--- config.mk ---
export PLATFORM = sky130hd
export DESIGN_NAME = sigmoid_div
export DESIGN_NICKNAME = d
export VERILOG_FILES = /design/src/rtl/sigmoid_div.sv
export SDC_FILE = /design/constraint.sdc
export NUM_CORES = 1
export LEC_CHECK = 0
export BUFFER_PORTS_ARGS = -buffer_cell sky130_fd_sc_hd__buf_4
export CORE_ASPECT_RATIO = 0.5
export CORE_MARGIN = 10
export CORE_UTILIZATION = 54
export CTS_CLUSTER_DIAMETER = 150
export CTS_CLUSTER_SIZE = 14
export DETAILED_ROUTE_END_ITERATION = 6
export PLACE_DENSITY = 0.84
export SETUP_SLACK_MARGIN = 0.1
export SLEW_MARGIN = 20
export SYNTH_ARGS = -nofsm -noshare
export SYNTH_HDL_FRONTEND = slang
export SYNTH_SLANG_ARGS = --single-unit
--- constraint.sdc ---
create_clock -name clk_i -period 3.9 [get_ports clk_i]
set_clock_uncertainty 0.05 [all_clocks]
set_input_delay 1.17 -clock clk_i [delete_from_list [all_inputs] [get_ports clk_i]]
set_output_delay 1.17 -clock clk_i [all_outputs]
set_load 0.01 [all_outputs]
--- src/rtl/sigmoid_div.sv ---
// Restoring fixed-point divider: y = floor(2^(2*FRAC_BITS) / (ONE + max(exp_i, 0))).
// It produces one quotient bit per clock and uses valid/ready handshakes on the input and output sides.
module sigmoid_div #(
    parameter int DATA_WIDTH = 32,
    parameter int INT_BITS   = 16
) (
    input  logic                  clk_i,
    input  logic                  rst_ni,
    input  logic                  in_valid_i,
    output logic                  in_ready_o,
    input  logic [DATA_WIDTH-1:0] exp_i,
    output logic                  out_valid_o,
    input  logic                  out_ready_i,
    output logic [DATA_WIDTH-1:0] y_o,
    output logic                  busy_o
);

    localparam int FRAC_BITS = DATA_WIDTH - INT_BITS;
    localparam int QBITS     = FRAC_BITS + 1;
    localparam int CNT_W     = $clog2(FRAC_BITS + 1);

    localparam logic [DATA_WIDTH:0]   ONE_EXT = {{INT_BITS{1'b0}}, 1'b1, {FRAC_BITS{1'b0}}};
    localparam logic [DATA_WIDTH-1:0] ONE     = ONE_EXT[DATA_WIDTH-1:0];
    localparam logic [CNT_W-1:0]      LAST    = CNT_W'(FRAC_BITS);

    typedef enum logic [1:0] {
        IDLE = 2'd0,
        DIV  = 2'd1,
        DONE = 2'd2
    } state_t;

    state_t                state_reg, state_next;
    logic [DATA_WIDTH-1:0] divisor_reg;
    logic [DATA_WIDTH:0]   rem_reg;
    logic [FRAC_BITS-1:0]  quot_reg;
    logic [CNT_W-1:0]      cnt_reg;
    logic [DATA_WIDTH-1:0] y_reg;

    logic                  accept;
    logic                  last_step;
    logic [DATA_WIDTH-1:0] operand;
    logic [DATA_WIDTH:0]   shifted;
    logic                  q_bit;
    logic [DATA_WIDTH:0]   rem_step;
    logic [DATA_WIDTH-1:0] y_next;

    assign accept    = in_valid_i && (state_reg == IDLE);
    assign last_step = (cnt_reg == LAST);
    assign operand   = exp_i[DATA_WIDTH-1] ? '0 : exp_i;

    // Numerator bits above the quotient range always yield zero quotient bits,
    // so they collapse into a remainder of ONE on the first step; every later
    // numerator bit is zero.
    assign shifted  = (cnt_reg == '0) ? ONE_EXT : (rem_reg << 1);
    assign q_bit    = (shifted >= {1'b0, divisor_reg});
    assign rem_step = q_bit ? (shifted - {1'b0, divisor_reg}) : shifted;
    assign y_next   = {{(DATA_WIDTH-QBITS){1'b0}}, quot_reg, q_bit};

    always_ff @(posedge clk_i or negedge rst_ni) begin
        if (!rst_ni) begin
            state_reg <= IDLE;
        end else begin
            state_reg <= state_next;
        end
    end

    always_comb begin
        state_next = state_reg;
        case (state_reg)
            IDLE:    if (in_valid_i) state_next = DIV;
            DIV:     if (last_step) state_next = DONE;
            DONE:    if (out_ready_i) state_next = IDLE;
            default: state_next = IDLE;
        endcase
    end

    always_ff @(posedge clk_i or negedge rst_ni) begin
        if (!rst_ni) begin
            divisor_reg <= '0;
            rem_reg     <= '0;
            quot_reg    <= '0;
            cnt_reg     <= '0;
            y_reg       <= '0;
        end else if (accept) begin
            divisor_reg <= ONE + operand;
            rem_reg     <= '0;
            quot_reg    <= '0;
            cnt_reg     <= '0;
        end else if (state_reg == DIV) begin
            rem_reg  <= rem_step;
            quot_reg <= {quot_reg[FRAC_BITS-2:0], q_bit};
            cnt_reg  <= cnt_reg + CNT_W'(1);
            if (last_step) begin
                y_reg <= y_next;
            end
        end
    end

    assign in_ready_o  = (state_reg == IDLE);
    assign busy_o      = (state_reg == DIV);
    assign out_valid_o = (state_reg == DONE);
    assign y_o         = y_reg;

endmodule

==> results.py <==
metrics = {
    "detailed_routing": {
        "drt_pass1_iterations": 7,
        "viasPerCell": 5.79,
        "drt_iter0_markers": 593,
        "drt_wl_total_um": 17400,
        "postRouteAntennaNets": 0,
        "vias": 5781,
        "wl_per_cell_um": 17.4,
        "drcViolationCount": 0,
    },
    "sta": {
        "tightest_slew_ns": 0.902,
        "fin_tns_setup_ns": 0,
        "finalMaxSlewViolations": 0,
        "period_share": 0.927,
        "setup_violations": 0,
        "hold_violations": 0,
        "max_clock_freq_mhz": 277,
        "maxSlewHeadroom": 0.399,
        "min_period_ns": 3.61,
        "rsz0062_at_grt": "no",
    },
    "grt": {
        "antenna_found_initial": 0,
        "grt_pass1_vias": 5731,
        "track_usage": 0.194,
        "grt_max_degree": 61,
        "grt-ovfl-total": 0,
        "grt_pass1_wl_um": 28500,
    },
    "worst_setup_path": {
        "cp_top_family": "simple AND/OR/NAND/NOR gates",
        "crit_path_end_kind": "flop",
        "critPathMaxStageDelay_ns": 0.43,
        "cp_slowest_cell": "dfrtp_1",
        "arrival_ns": 3.79,
        "worst-path-max-fanout": 33,
        "cp.buffers_inverters": 3,
        "cp.required_ns": 4.08,
        "setup.worst_path.start_class": "flop",
        "path_common_cell": "ha_1",
        "cp_cell_sequence": "inv_1, ha_1, nand2b_1, nor3_4, buf_12, or2_2, ha_1, and4_1, and3_1, nand2_1, a21oi_2, o311ai_2, nand2_2, buf_4, mux2i_1, o21ai_1",
        "crit_type": "reg2reg",
    },
    "layout": {
        "n_antenna_cell": 0,
        "n_fill_cell": 942,
        "drive_gt1_frac": 0.170,
        "stdcell_area_sq_um": 7750,
        "area_growth_pct": 13.6,
        "multi_input_area_sq_um": 3880,
        "utilization": 0.642,
        "seqCellArea_sq_um": 2600,
        "final_nets": 900,
    },
    "clocking": {
        "h-tree-depth": 3,
        "cts_made_buffers": 9,
        "cts_root_buffer": "clkbuf_16",
        "clkSlewWorstSetupHoldPaths_ns": 0.08,
        "clk_path_buf_depth": 2,
        "post_cts.repair.setup_buffers": 0,
        "tritoncts": "built",
        "clk_latency_ns": 0.36,
        "clock_sinks": 104,
    },
    "yosys": {
        "synth_top_cell_area_share": 0.381,
        "synth_area_leaders": "dfrtp_1, ha_1, nand2_1",
        "synth_seq_cells": 104,
        "yosys.area.top_type": "dfrtp_1",
        "yosysMostFrequentCell": "nand2_1",
        "async_flop_share": 1.00,
        "ys_top_cells_by_count": "nand2_1, dfrtp_1, o21ai_0",
        "synth_edf_count": 0,
        "synth_area_sq_um": 6830,
        "ys_types": 62,
        "syn_area_per_cell_sq_um": 8.72,
        "synth_warnings": 0,
        "netlist_instances": 783,
        "seq_area_frac_synth": 0.381,
        "synthFlopType": "dfrtp_1",
    },
    "floorplanning": {
        "coreArea_sq_um": 12100,
        "initial_core_util": 0.565,
        "ios": 71,
        "rows": 28,
        "die_y_um": 99.5,
        "die_area_sq_um": 17800,
        "die_x_um": 179,
    },
    "min_path": {
        "min_path_type": "reg2reg",
    },
    "place": {
        "finalWeightedCongestion": 0.919,
        "dpl-instance-area_sq_um": 7380,
        "dp_hpwl_um": 12300,
        "numPortBuffers": 55,
    },
    "status": {
        "status": "finished clean",
    },
    "flow_run": {
        "drv_cap": 0,
    },
}
cells in the final DEF (no fill, tap or decap), types with 4 or more instances in the layout:
cell,instances
dfrtp_1,104
nand2_1,103
buf_4,68
o21ai_0,62
nand3_1,45
inv_1,42
nor2b_1,39
a21oi_1,36
ha_1,32
nor2_1,28
xnor2_1,28
nand2b_1,24
mux2_2,17
o21ai_1,17
a21o_1,15
conb_1,15
nor3_1,12
a22oi_1,12
xor2_1,11
o21ai_2,10
clkbuf_16,9
nand4_1,8
mux2i_1,8
and3_1,6
o21bai_1,6
nor3b_1,4
a22o_1,4
kinds of logic (layout without fill, tap and decap cells):
family                     count (synthesis)  count (layout)  synth area share
buffers and inverters                     95             131            0.0663
and+or+nand+nor                          286             286             0.208
other                                      1              15          0.000549
muxes                                     25              25            0.0398
xor gates and xnor gates                  39              39            0.0500
DFF                                      104             104             0.381
AOI/OAI and AO/OA                        197             197             0.187
adders and majority gates                 36              36            0.0671
final cells by class:
cell class,instances,share of cell area
clock buffers,9,0.0290
multi-input cells,598,0.501
well taps,165,0.0266
flip-flops and latches,104,0.336
inverters,43,0.0208
clock inverters,7,0.0121
repair buffers,72,0.0750
timing repair:
action | CTS | global route
endpoints found under the setup margin | 0 | 27
gates resized for setup | 0 | 13
hold buffers | 0 | 0
per-layer routing:
layer / track usage / part of all wire
met5: 0 / 0
met4: 0.0600 / 0.021
met3: 0.0332 / 0.056
met2: 0.329 / 0.48
met1: 0.248 / 0.44
metrics by stage:
step / hold WS [ns] / worst slack (ns) / cells
CTS: 0.439 / 0.273 / 998
global route: 0.457 / 0.0923 / 998
floorplan: 0.392 / 0.189 / 797
global placement: 0.410 / 0.393 / 982
finish: 0.434 / 0.285 / 998
detailed placement: 0.422 / 0.319 / 982
final timing paths:
kind / depth (start not counted) / start / to / slack [ns]
min in group asynchronous: 1 / rst_ni / quot_reg[10] / 0.83
max: 16 / cnt_reg[0] / rem_reg[6] / 0.29
max reg2reg: 16 / cnt_reg[0] / rem_reg[6] / 0.29
min reg2reg: 2 / divisor_reg[9] / divisor_reg[9] / 0.43
max in group asynchronous: 2 / rst_ni / rem_reg[10] / 2.24
min: 2 / divisor_reg[9] / divisor_reg[9] / 0.43
worst register-to-register path: stages (launching register included):
cell and delay, ns:
dfrtp_1 0.43, inv_1 0.06, ha_1 0.20, nand2b_1 0.14, nor3_4 0.06, buf_12 0.18
or2_2 0.31, ha_1 0.39, and4_1 0.24, and3_1 0.23, nand2_1 0.12, a21oi_2 0.22
o311ai_2 0.14, nand2_2 0.19, buf_4 0.23, mux2i_1 0.23, o21ai_1 0.08
Power is not shown: default switching activity piles up to over one toggle a cycle in this logic, so the estimate is an artifact.
